**src/rtl/mips_hazard_scoreboard.sv**
```systemverilog
// Hazard/forwarding controller: a shift-register scoreboard of in-flight register
// writers drives the load-use stall, the branch flush and registered EX forward selects.
module mips_hazard_scoreboard #(
  parameter int REG_ADDR_W  = 5,
  parameter int DEPTH       = 3,
  parameter int LOAD_READY  = 3,
  parameter int BRANCH_SLOT = 2,
  parameter int CNT_W       = 16,
  localparam int FWD_W      = $clog2(DEPTH + 1)
) (
  input  logic                  clk,
  input  logic                  rst,
  input  logic                  id_valid,
  input  logic [REG_ADDR_W-1:0] id_rs,
  input  logic [REG_ADDR_W-1:0] id_rt,
  input  logic                  id_uses_rs,
  input  logic                  id_uses_rt,
  input  logic [REG_ADDR_W-1:0] id_dst,
  input  logic                  id_reg_write,
  input  logic                  id_mem_read,
  input  logic                  branch_taken,
  output logic                  stall,
  output logic                  flush,
  output logic [FWD_W-1:0]      ex_fwd_a,
  output logic [FWD_W-1:0]      ex_fwd_b,
  output logic [CNT_W-1:0]      stall_cnt,
  output logic [CNT_W-1:0]      flush_cnt
);

  logic                  slot_vld [1:DEPTH];
  logic [REG_ADDR_W-1:0] slot_dst [1:DEPTH];
  logic                  slot_rw  [1:DEPTH];
  logic                  slot_ld  [1:DEPTH];

  int   prod_a;
  int   prod_b;
  logic block_a;
  logic block_b;
  logic take_id;

  // Scan oldest to youngest so the lowest matching slot is the one kept; r0 never matches.
  function automatic int youngest(input logic [REG_ADDR_W-1:0] src, input logic used);
    int found;
    found = 0;
    if (used && src != '0) begin
      for (int k = DEPTH; k >= 1; k--) begin
        if (slot_vld[k] && slot_rw[k] && slot_dst[k] == src) found = k;
      end
    end
    return found;
  endfunction

  function automatic logic load_blocks(input int k);
    logic blk;
    blk = 1'b0;
    for (int j = 1; j <= DEPTH; j++) begin
      if (j == k && slot_ld[j] && (j + 1 < LOAD_READY)) blk = 1'b1;
    end
    return blk;
  endfunction

  // The producer advances one slot on the same edge the consumer enters EX.
  function automatic logic [FWD_W-1:0] fwd_sel(input int k);
    if (k != 0 && k + 1 <= DEPTH) return FWD_W'(k + 1);
    return '0;
  endfunction

  function automatic logic [CNT_W-1:0] sat_inc(input logic [CNT_W-1:0] c);
    return (c == {CNT_W{1'b1}}) ? c : c + 1'b1;
  endfunction

  always_comb begin
    prod_a  = youngest(id_rs, id_uses_rs);
    prod_b  = youngest(id_rt, id_uses_rt);
    block_a = load_blocks(prod_a);
    block_b = load_blocks(prod_b);
    flush   = !rst && branch_taken;
    stall   = !rst && id_valid && !branch_taken && (block_a || block_b);
    take_id = id_valid && !stall && !flush;
  end

  // Slot shift boundary: control bits, forward selects and counters
  always_ff @(posedge clk or posedge rst) begin
    if (rst) begin
      for (int k = 1; k <= DEPTH; k++) slot_vld[k] <= 1'b0;
      ex_fwd_a  <= '0;
      ex_fwd_b  <= '0;
      stall_cnt <= '0;
      flush_cnt <= '0;
    end else begin
      slot_vld[1] <= take_id;
      for (int k = 2; k <= DEPTH; k++)
        slot_vld[k] <= slot_vld[k-1] && !(flush && (k - 1 < BRANCH_SLOT));
      ex_fwd_a <= take_id ? fwd_sel(prod_a) : '0;
      ex_fwd_b <= take_id ? fwd_sel(prod_b) : '0;
      if (stall) stall_cnt <= sat_inc(stall_cnt);
      if (flush) flush_cnt <= sat_inc(flush_cnt);
    end
  end

  // Slot shift boundary: payload fields, only meaningful while the slot is valid
  always_ff @(posedge clk) begin
    slot_dst[1] <= id_dst;
    slot_rw[1]  <= id_reg_write;
    slot_ld[1]  <= id_mem_read;
    for (int k = 2; k <= DEPTH; k++) begin
      slot_dst[k] <= slot_dst[k-1];
      slot_rw[k]  <= slot_rw[k-1];
      slot_ld[k]  <= slot_ld[k-1];
    end
  end

endmodule

```
**config.mk**
```make
export PLATFORM = sky130hd
export DESIGN_NAME = mips_hazard_scoreboard
export DESIGN_NICKNAME = d
export VERILOG_FILES = /design/src/rtl/mips_hazard_scoreboard.sv
export SDC_FILE = /design/constraint.sdc
export NUM_CORES = 1
export LEC_CHECK = 0
export BUFFER_PORTS_ARGS = -buffer_cell sky130_fd_sc_hd__buf_2
export CORE_MARGIN = 2
export CORE_UTILIZATION = 55
export CTS_BUF_LIST = sky130_fd_sc_hd__clkbuf_4
export DETAILED_ROUTE_END_ITERATION = 12
export PLACE_DENSITY = 0.81
export SKIP_LAST_GASP = 1
export SYNTH_ARGS = -nofsm -noshare
export SYNTH_HDL_FRONTEND = slang
export SYNTH_SLANG_ARGS = --single-unit
```
**constraint.sdc**
```tcl
create_clock -name clk -period 2.6 [get_ports clk]
set_input_delay 0.26 -clock clk [delete_from_list [all_inputs] [get_ports clk]]
set_output_delay 0.26 -clock clk [all_outputs]
set_load 0.1 [all_outputs]
```
# After elaboration in Yosys (flattened, before gate mapping)
# Memories as Yosys holds them, arrays and structs flattened.
# Cells that the tools add are included.
[totals] register_bits=39 mem_bits_rw=21 input_bits=23 out_inout_bits=38 word_cells=79 memories=3
[memory_table] name="slot_dst" words=3 width=5 read_ports=3 rd_ports_with_merged_regs=0 write_ports=3 line="31" text="logic [REG_ADDR_W-1:0] slot_dst [1:DEPTH];"
[memory_table] name="slot_ld" words=3 width=1 read_ports=2 rd_ports_with_merged_regs=0 write_ports=3 line="33" text="logic slot_ld [1:DEPTH];"
[memory_table] name="slot_rw" words=3 width=1 read_ports=3 rd_ports_with_merged_regs=0 write_ports=3 line="32" text="logic slot_rw [1:DEPTH];"
[classes] add_sub_neg=4 magnitude_cmp=2 eq_ne=10 n_mux=18 bitwise=2 reduce_logical=33
[op_table] operator="adder 32 x 2 -> 32 bit (second input constant)" count=2
[op_table] operator="== test 2 x 32 -> 1 bit (first input constant)" count=2
[op_table] operator="less-or-equal comparator 32 x 3 -> 1 bit (second input constant)" count=2
[op_table] operator="2-to-1 mux 32 bit" count=2
[op_table] operator="nonzero test 32 bit" count=2
[op_table] operator="adder 16 x 1 -> 16 bit (second input constant)" count=2
[op_table] operator="== test 16 bit (second input constant)" count=2
[op_table] operator="== test 5 bit" count=6
[op_table] operator="2-to-1 mux 2 bit" count=12
[op_table] operator="logical AND 1 bit" count=22
[op_table] operator="nonzero test 5 bit" count=2
[op_table] operator="zero test 1 bit" count=4
[op_table] operator="2-to-1 mux 1 bit" count=4
[op_table] operator="AND reduction 2 bit" count=2
[op_table] operator="inverter 1 bit" count=2
[op_table] operator="logical OR 1 bit" count=1

# Logic depth before layout (Yosys ltp)
# Gate-level depths: netlist (run 1).
# An unclocked memory read counts as a cell.
[depth] word_depth=16 depth_mapped=11 depth_no_buf=11

# Least setup slack after synthesis (run 1)
# OpenSTA, ideal clock, no wires.
[synth_path] path_type="input port to flip-flop" start="input port rst" end="register flush_cnt[10]" setup_ns=0.161 arrival_time_ns=2.731 t_required_ns=2.439 setup_slack_ns=-0.291 cell_stages=7 n_path_buf=0 path_cell_list="inv_1 > nand2_1 > inv_1 > nand3_1 > nor2_1 > nand3_1 > xnor2_1"
[synth_via] elab_chain_cells=3
[synth_lines] element="start: declaration" line="12" text="input logic rst,"
[synth_lines] element="zero test 1 bit (no source line)"
[synth_lines] element="logical AND 1 bit" line="77" text="flush = !rst && branch_taken;"
[synth_lines] element="net flush" line="23" text="output logic flush,"
[synth_lines] element="AND reduction 2 bit (no source line)"
[synth_lines] element="end signal: assignment" line="97" text="if (flush) flush_cnt <= sat_inc(flush_cnt);"
[synth_lines] element="end: declaration" line="27" text="output logic [CNT_W-1:0] flush_cnt"
# The timed path passes the listed nets, and every way through them passes these cells.
# A chain may end at the register's enable or synchronous reset.

==> impl_metrics.tcl, run 1 <==
set metrics [dict create \
    clock-root-buffer "clkbuf_4" \
    insertion_delay_ns 0.40 \
    arrival_ns 2.39 \
    setup.worst_path.start "slot_dst[0][19]" \
    crit_path_end_kind "output port" \
    mostFrequentLayoutCells "buf_2, dfrtp_1, xor2_1, xnor2_1, nand2_1" \
    critical_path_class "reg2out" \
    start_util 0.5600 \
    worst_r2r_endpoint "stall_cnt[9]" \
    violations "setup timing" \
    place_hpwl_um 3774 \
    finalCritPeriodShare 1.018 \
    worstRegToRegCells 12 \
    antenna_found_initial 0 \
    clk_pin_slew_ns 0.10 \
    hold-path-endpoint "ex_fwd_b[1]" \
    layout_commonest_cell "buf_2" \
    hold_viol 0 \
    hold_path_class "in2reg" \
    cts_tree "done" \
    diodes 0 \
    htreeDepth 3 \
    skew_ns 0.008185 \
    synth_seq_area_share 0.5197 \
    drv_slew 0 \
    overflow 0 \
    hold_depth 3 \
    wl_per_cell_um 14.39 \
    synth_ff_type "dfrtp_1" \
    ys_seq_elements 58 \
    yosys_warnings 0 \
    grtUsageTotal 0.2231 \
    drc_errors 0 \
    cellPowerDensity_mw_per_mm2 655.7 \
    placed_cell_area_mm2 0.003007 \
    cts_buffer_depth 2 \
    num_vias 2015 \
    synthArstFlopShare 0.6724 \
    drt_iter0_drc 94 \
    routed_wl_um 5424 \
    numPortBuffers 60 \
    finalSetupViolations 2 \
    drive_gt1_frac 0.3096 \
    dieArea_mm2 0.005312 \
    r2r_start "slot_dst[0][19]" \
    dp_slack_ns 0.005690 \
    finalCriticalPeriod_ns 2.646 \
    critPathRequiredTime_ns 2.34 \
    yosysUniqueCellTypes 35 \
    setup_ws_ns -0.04631 \
    fmax_mhz 377.9 \
    r2r_slack_ns -0.01 \
    outcome "finished, violations left" \
    hold_start "id_valid" \
    first_global_vias 1931 \
    worstPathMaxFanout 3 \
    p_leak_nw 1.608 \
    vias_per_cell 5.345 \
    core_mm2 0.004661 \
    die_h_um 72.89 \
    fin_nets 347 \
    grt_first_pass_wirelength_um 8907 \
    gp_congestion 0.9028 \
    syn-num-nets 263 \
    row_count 25 \
    ios 61 \
    slew_headroom 0.6728 \
    worst_slew_pin_slew_ns 0.4942 \
    grt_setup_unrepaired "true" \
    ant_nets 0 \
    start_kind "flop" \
    synth_area_per_cell_um2 11.15 \
    die_x_um 72.89 \
    synth_edf_count 0 \
    area_delta_synth_final_pct 25.89 \
    netlist_area_mm2 0.002610 \
    grt_max_degree 40 \
    cts.sinks 58 \
    ir_drop_uv 409.2 \
    numCtsBuffers 9 \
    maxCapViolations 0 \
    dr.pass1.iters 4 \
    synthCells 234 \
    stdcell_area_mm2 0.003286 \
]
registers in the layout, indices dropped and copies added, names as in the netlist:
| name | count |
|---|---|
| flush_cnt | 16 |
| stall_cnt | 16 |
| slot_dst | 15 |
| slot_rw | 3 |
| slot_vld | 3 |
| ex_fwd_a | 2 |
| ex_fwd_b | 2 |
| slot_ld | 1 |
Yosys cell counts (3+ instances only):
library cell,count,share of area
inv_1,7,0.010
xor2_1,31,0.10
nor3_1,4,0.0077
dfrtp_1,39,0.37
ha_1,6,0.029
dfxtp_1,19,0.15
nand4_1,13,0.031
nor2b_1,3,0.0072
and3_1,3,0.0072
nor2_1,14,0.020
nand2_1,17,0.024
nor4_1,5,0.012
nand3_1,14,0.027
and4_1,4,0.013
xnor2_1,28,0.094
where the power goes:
part	switching (mW)	leakage [nW]	total [mW]	internal (mW)
Combinational	0.450	0.866	0.575	0.125
Clock	0.346	0.0558	0.538	0.192
Sequential	0.0797	0.686	1.04	0.961
per-stage QoR:
stage | setup TNS, ns | util | power (mW) | cells | hold WS [ns]
floorplan | 0 | - | 1.493 | 234 | 0.2366
global placement | 0 | 0.6451 | 1.605 | 351 | 0.3619
detailed placement | 0 | 0.6451 | 1.612 | 351 | 0.3515
CTS | -0.09577 | 0.6999 | 2.173 | 377 | 0.1399
global route | -0.7003 | 0.7050 | 2.251 | 377 | 0.1950
finish | -0.05867 | 0.7050 | 2.154 | 377 | 0.1800
area by class of cell:
| type | instances | area [µm²] |
|---|---|---|
| fillers | 347 | 1375 |
| flip-flops and latches | 58 | 1361 |
| multi-input cells | 168 | 1275 |
| repair buffers | 73 | 432.9 |
| clock buffers | 9 | 67.56 |
| well taps | 54 | 67.56 |
| clock inverters | 7 | 45.04 |
| inverters | 8 | 36.28 |
per-layer routing:
layer  vias to the layer above  GRT usage  wire length, µm  share of wire
met5                         -          0                0              0
met4                         0    0.09259              166          0.031
met3                        19    0.08564              301          0.055
met2                        60     0.3374             2552           0.47
met1                       953     0.2879             2404           0.44
li1                        983          -                -              -
kinds of logic (layout without fill, tap and decap cells):
group	after synthesis	count (layout)	share of synthesized area
buffers and inverters	8	97	0.01151
adder cells (fa/ha/maj)	6	6	0.02876
AND/OR/NAND/NOR	90	90	0.1970
AO/OA/AOI/OAI	12	12	0.04075
flip-flops	58	58	0.5197
multiplexers	1	1	0.004314
XOR/XNOR	59	59	0.1980
worst max-delay path by stage:
stage / end / cells past startpoint
2_1_floorplan: stall_cnt[6] / 11
5_1_grt: stall_cnt[9] / 11
6_report: stall / 8
4_1_cts: stall / 8
3_5_place_dp: stall / 10
3_3_place_gp: stall / 10
worst max-delay path, stage by stage (launching register included):
cell	delay, ns
dfxtp_1	0.35
xor2_1	0.15
nor4_1	0.29
nand4_1	0.16
a211o_1	0.33
ha_1	0.22
o2111ai_4	0.26
inv_4	0.07
buf_12	0.17
what timing repair did:
item                                    4_1_cts  5_1_grt
gates resized for setup                      13        4
endpoints found under the setup margin        1       13
hold buffers                                  8        0
setup buffers                                 2        0
endpoints found under the hold margin        10        0
pin swaps                                     7        1
(Power assumes the default switching activity.)
==> run 2, diff against run 1 <==
--- a/config.mk
+++ b/config.mk
@@ -5,12 +5,13 @@
 export SDC_FILE = /design/constraint.sdc
 export NUM_CORES = 1
 export LEC_CHECK = 0
+export ABC_AREA = 1
 export BUFFER_PORTS_ARGS = -buffer_cell sky130_fd_sc_hd__buf_2
 export CORE_MARGIN = 2
-export CORE_UTILIZATION = 55
+export CORE_UTILIZATION = 58
 export CTS_BUF_LIST = sky130_fd_sc_hd__clkbuf_4
 export DETAILED_ROUTE_END_ITERATION = 12
-export PLACE_DENSITY = 0.81
+export PLACE_DENSITY = 0.83
 export SKIP_LAST_GASP = 1
 export SYNTH_ARGS = -nofsm -noshare
 export SYNTH_HDL_FRONTEND = slang
==> impl_metrics.tcl, run 2 <==
set metrics [dict create \
    drc_errors 0 \
    grt_first_pass_wirelength_um 13370 \
    gp_congestion 0.9087 \
    row_count 27 \
    mostFrequentLayoutCells "nand2_1, nor2_1, inv_1, buf_2, dfrtp_1" \
    place_hpwl_um 5861 \
    antenna_found_initial 0 \
    hold_path_class "in2async" \
    cts_buffer_depth 2 \
    clk_pin_slew_ns 0.10 \
    stdcell_area_mm2 0.003960 \
    p_int_mw 1.522 \
    finalCriticalPeriod_ns 2.351 \
    htreeDepth 3 \
    cts_tree "done" \
    ant_nets 0 \
    hold_viol 0 \
    synth_area_per_cell_um2 6.904 \
    first_global_vias 3036 \
    ys_seq_elements 58 \
    num_vias 3290 \
    yosysTopAreaCell "dfrtp_1" \
    layout_commonest_cell "nand2_1" \
    netlist_area_mm2 0.003321 \
    die_h_um 79.67 \
    maxCapViolations 0 \
    numPortBuffers 60 \
    skew_ns 0.009939 \
    worst_slew_pin_slew_ns 0.5585 \
    grt_use_met3 0.04525 \
    ios 61 \
    pwr-share-clk 0.273 \
    area_delta_synth_final_pct 19.25 \
    worstPathMaxFanout 5 \
    drive_gt1_frac 0.1788 \
    setup_total_negative_slack_ns 0 \
    grt_max_degree 40 \
    crit_path_end_kind "output port" \
    yosys-top-cells-area "dfrtp_1, nand2_1, dfxtp_1" \
    yosys_warnings 0 \
    p_comb_frac 0.319 \
    p_leak_nw 2.085 \
    start_util 0.6030 \
    met1_usage 0.3549 \
    yosysMostFrequentCell "nand2_1" \
    largestRegisters "flush_cnt: 16 flops, stall_cnt: 16 flops, slot_dst: 15 flops" \
    placed_cell_area_mm2 0.003695 \
    yosysTopAreaCellShare 0.2939 \
    outcome "finished clean" \
    dieArea_mm2 0.006347 \
    routed_wl_um 7992 \
    drv_slew 0 \
    start_kind "flop" \
    critical_path_class "reg2out" \
    synth_edf_count 0 \
    overflow 0 \
    yosysUniqueCellTypes 27 \
    numCtsBuffers 9 \
    die_x_um 79.67 \
    grtUsageTotal 0.2722 \
    finalSetupViolations 0 \
    vias_per_cell 5.165 \
    sw_frac_of_total 0.4180 \
    synth_ff_type "dfrtp_1" \
    cellPowerDensity_mw_per_mm2 660.4 \
    synthArstFlopShare 0.6724 \
    critPathRequiredTime_ns 2.34 \
    drt_iter0_drc 207 \
    synthCells 481 \
    finalCritPeriodShare 0.9043 \
    dr.pass1.iters 5 \
    slew_headroom 0.6248 \
    arrival_ns 2.09 \
    busiest_layer "met2" \
    p_sw_mw 1.093 \
    ys_top_cells_by_count "nand2_1, nor2_1, inv_1, dfrtp_1, nand3_1" \
    clock-root-buffer "clkbuf_4" \
    diodes 0 \
    cts.sinks 58 \
    ir_drop_uv 961.7 \
    fin_nets 589 \
    syn-num-nets 510 \
    grt_setup_unrepaired "false" \
    synth_seq_area_share 0.4084 \
    wl_per_cell_um 12.55 \
    met2_usage 0.4546 \
    power_frac_seq 0.408 \
    fmax_mhz 425.3 \
    insertion_delay_ns 0.40 \
    core_mm2 0.005507 \
]
==> run 2: final timing paths <==
path                                       from       endpoint  slack (ns)  cells after the start
worst max-delay path             slot_dst[0][6]          stall        0.25                     10
worst min-delay path                        rst  stall_cnt[14]        0.02                      3
worst max register to register  slot_dst[0][16]   stall_cnt[2]        0.49                     13
worst min register to register    slot_rw[0][2]  slot_rw[0][3]        0.35                      0
max in group asynchronous                   rst   flush_cnt[4]        2.24                      3
min in group clk                            rst    slot_vld[1]        0.20                      3
==> run 2: timing repair <==
item | 4_1_cts | 5_1_grt
endpoints found under the hold margin | 7 | 0
hold buffers | 7 | 0
setup endpoints to repair | 1 | 1
buffers inserted | 0 | 3
pin swaps | 0 | 1
gates resized for setup | 1 | 6
==> run 2: kinds of logic (layout without fill, tap and decap cells) <==
| logic type | Yosys count | after routing | synth area share |
|---|---|---|---|
| AO/OA/AOI/OAI | 25 | 25 | 0.04785 |
| adder cells (fa/ha/maj) | 6 | 6 | 0.02261 |
| XOR/XNOR | 23 | 23 | 0.06066 |
| AND/OR/NAND/NOR | 305 | 305 | 0.3821 |
| buffers and inverters | 64 | 148 | 0.07837 |
| flip-flops | 58 | 58 | 0.4084 |
==> run 2: final cells by class <==
cell class / instances / area (µm²)
clock buffer: 9 / 67.56
clock inverter: 7 / 83.83
fill: 453 / 1546
inverter: 60 / 229.0
multi-input combinational: 359 / 1709
sequential: 58 / 1358
tap: 72 / 90.09
timing repair buffer: 72 / 422.9
==> run 2: through the flow <==
| stage | worst slack, ns | cells | utilization | power [mW] | hold slack, ns |
|---|---|---|---|---|---|
| 6_report | 0.2488 | 637 | 0.7192 | 2.615 | 0.01742 |
| 5_1_grt | 0.01425 | 637 | 0.7192 | 2.732 | 0.06378 |
| 4_1_cts | 0.05145 | 634 | 0.7117 | 2.630 | 0.01902 |
| 3_5_place_dp | 0.3660 | 611 | 0.6710 | 1.899 | 0.3385 |
| 3_3_place_gp | 0.4199 | 611 | 0.6710 | 1.888 | 0.3345 |
| 2_1_floorplan | 0.2767 | 481 | - | 1.746 | 0.2366 |
==> run 2: routing by layer <==
metal / vias to the layer above / part of all wire / routed length (µm)
li1: 1651 / - / -
met1: 1492 / 0.44 / 3539
met2: 132 / 0.48 / 3856
met3: 15 / 0.059 / 470
met4: 0 / 0.016 / 125
met5: - / 0 / 0
==> run 2: power by group through the flow <==
stage / sequential [mW] / combinational [mW] / clock [mW]
after floorplan: 1.49 / 0.256 / 0
after global placement: 1.08 / 0.806 / 0
after detailed placement: 1.08 / 0.817 / 0
after CTS: 1.07 / 0.836 / 0.727
after global routing: 1.08 / 0.882 / 0.770
final: 1.07 / 0.834 / 0.714
==> run 2: worst max-delay path: stages (launching register included) <==
cell and delay (ns):
dfxtp_1 0.40, inv_1 0.09, nand2_1 0.06, o21ai_0 0.09
nor2_1 0.11, nand3_1 0.15, a21oi_1 0.20, ha_1 0.17
nor2_1 0.06, nor2_4 0.16, buf_12 0.20
==> run 3, diff against run 2 <==
--- a/config.mk
+++ b/config.mk
@@ -7,11 +7,13 @@
 export LEC_CHECK = 0
 export ABC_AREA = 1
 export BUFFER_PORTS_ARGS = -buffer_cell sky130_fd_sc_hd__buf_2
+export CELL_PAD_IN_SITES_DETAIL_PLACEMENT = 1
+export CELL_PAD_IN_SITES_GLOBAL_PLACEMENT = 2
 export CORE_MARGIN = 2
-export CORE_UTILIZATION = 58
+export CORE_UTILIZATION = 32
 export CTS_BUF_LIST = sky130_fd_sc_hd__clkbuf_4
 export DETAILED_ROUTE_END_ITERATION = 12
-export PLACE_DENSITY = 0.83
+export PLACE_DENSITY_LB_ADDON = 0.1
 export SKIP_LAST_GASP = 1
 export SYNTH_ARGS = -nofsm -noshare
 export SYNTH_HDL_FRONTEND = slang
==> impl_metrics.tcl, run 3 (synthesis results as in run 2) <==
set metrics [dict create \
    slowest_delay_ns 0.33 \
    first_global_vias 3406 \
    cts_buffer_depth 2 \
    worstPathMaxFanout 4 \
    area_delta_synth_final_pct 22.83 \
    ir_drop_uv 539.2 \
    cellPowerDensity_mw_per_mm2 681.1 \
    finalCriticalPeriod_ns 2.393 \
    start_kind "flop" \
    start_util 0.3260 \
    ant_nets 0 \
    ios 61 \
    vias_per_cell 4.631 \
    drt_iter0_drc 84 \
    p_leak_nw 2.099 \
    arrival_ns 2.13 \
    layout_commonest_cell "nand2_1" \
    grt_first_pass_wirelength_um 16500 \
    fin_nets 588 \
    hold_viol 0 \
    htreeDepth 3 \
    routed_wl_um 9784 \
    finalCritPeriodShare 0.9204 \
    num_vias 3242 \
    die_h_um 105.9 \
    numCtsBuffers 9 \
    grt_max_degree 40 \
    num-fill-cells 1348 \
    path_cells "nand2_1 -> inv_1 -> nand2_1 -> nor2_1 -> nand2_1 -> nor2_1 -> nand2_1 -> a21oi_1 -> ha_1 -> nor2_1 -> nor2_4 -> buf_12" \
    cp_top_family "simple AND/OR/NAND/NOR gates" \
    numPortBuffers 60 \
    drv_slew 0 \
    wl_per_cell_um 13.98 \
    holdWs_ns 0.02060 \
    p_total_mw 2.778 \
    drc_errors 0 \
    cp_common_cell "nand2_1" \
    gp_congestion 0.8865 \
    clock-root-buffer "clkbuf_4" \
    drive_gt1_frac 0.1844 \
    dieArea_mm2 0.01121 \
    placed_cell_area_mm2 0.003790 \
    overflow 0 \
    cts.sinks 58 \
    stdcell_area_mm2 0.004079 \
    insertion_delay_ns 0.40 \
    critPathRequiredTime_ns 2.34 \
    maxCapViolations 0 \
    slew_headroom 0.6253 \
    dr.pass1.iters 4 \
    cts_tree "done" \
    antenna_found_initial 0 \
    worst_slew_pin_slew_ns 0.5578 \
    crit_path_end_kind "output port" \
    largestRegisters "flush_cnt: 16 flops, stall_cnt: 16 flops, slot_dst: 15 flops" \
    critical_path_buf_inv_count 2 \
    diodes 0 \
    fmax_mhz 417.9 \
    place_hpwl_um 7585 \
    row_count 37 \
    die_x_um 105.9 \
    mostFrequentLayoutCells "nand2_1, nor2_1, inv_1, buf_2, dfrtp_1" \
    grtUsageTotal 0.1871 \
    clk_pin_slew_ns 0.12 \
    critical_path_class "reg2out" \
    outcome "finished clean" \
    critPathSlowestCell "dfrtp_1" \
    skew_ns 0.02216 \
    finalSetupViolations 0 \
    hold_path_class "in2async" \
    core_mm2 0.01018 \
]
-- run 3: changes by cell type in the layout (fill, tap and decap cells not counted), sizes merged --
cell	previous run	this run
clkbuf	9	10
buf	65	64
clkinv	4	2
bufinv	2	3
-- run 3: through the flow --
step | instances | utilization | TNS [ns] | setup slack, ns
final | 700 | 0.4005 | 0 | 0.2069
after global routing | 700 | 0.4005 | -0.005228 | -0.005228
after CTS | 698 | 0.3977 | 0 | 0.007520
after detailed placement | 675 | 0.3721 | 0 | 0.3236
after global placement | 675 | 0.3721 | 0 | 0.3869
after floorplan | 481 | - | 0 | 0.2767
-- run 3: worst paths after layout --
path / startpoint / end / slack, ns / cells after the start
min in group clk: rst / slot_vld[1] / 0.24 / 3
setup reg to reg: slot_vld[0] / stall_cnt[4] / 0.39 / 17
hold / removal: rst / ex_fwd_a[1] / 0.02 / 3
hold reg to reg: slot_dst[0][12] / slot_dst[0][17] / 0.36 / 0
max in group asynchronous: rst / slot_vld[0] / 2.18 / 3
setup / recovery: slot_vld[0] / stall / 0.21 / 12
-- run 3: power breakdown --
| part | switching, mW | internal, mW |
|---|---|---|
| clock | 0.373 | 0.501 |
| sequential | 0.0943 | 0.974 |
| combinational | 0.666 | 0.170 |
-- run 3: final cells by class --
| cell class | instances | area [µm²] | area share |
|---|---|---|---|
| timing repair buffer | 71 | 415.4 | 0.1018 |
| inverter | 60 | 229.0 | 0.05614 |
| multi-input combinational | 359 | 1717 | 0.4209 |
| tap | 136 | 170.2 | 0.04172 |
| sequential | 58 | 1358 | 0.3328 |
| clock buffer | 10 | 75.07 | 0.01840 |
| clock inverter | 6 | 115.1 | 0.02822 |
-- run 3: worst register-to-register path, stage by stage, from the launching register on --
cell	delay (ns)
dfrtp_1	0.33
nand2_1	0.09
inv_1	0.12
nand2_1	0.06
nor2_1	0.17
nand2_1	0.08
nor2_1	0.08
nand2_1	0.08
a21oi_1	0.15
ha_1	0.16
nor2_1	0.06
nor2_4	0.16
buf_4	0.14
inv_1	0.04
nor2_1	0.10
buf_4	0.20
nand2_1	0.07
nand2_1	0.06
-- run 3: metal layers --
| metal | up-vias | global-route usage | share of wire |
|---|---|---|---|
| met1 | 1547 | 0.2317 | 0.45 |
| met5 | - | 0 | 0 |
| met4 | 0 | 0.06297 | 0.016 |
| met2 | 46 | 0.3295 | 0.50 |
| met3 | 12 | 0.03030 | 0.027 |
| li1 | 1637 | - | - |
-- run 3: timing repair --
action | in CTS | in global routing
endpoints found under the setup margin | 0 | 1
resized for setup | 0 | 4
setup buffers | 0 | 2
hold buffers | 7 | 0
endpoints found under the hold margin | 7 | 0
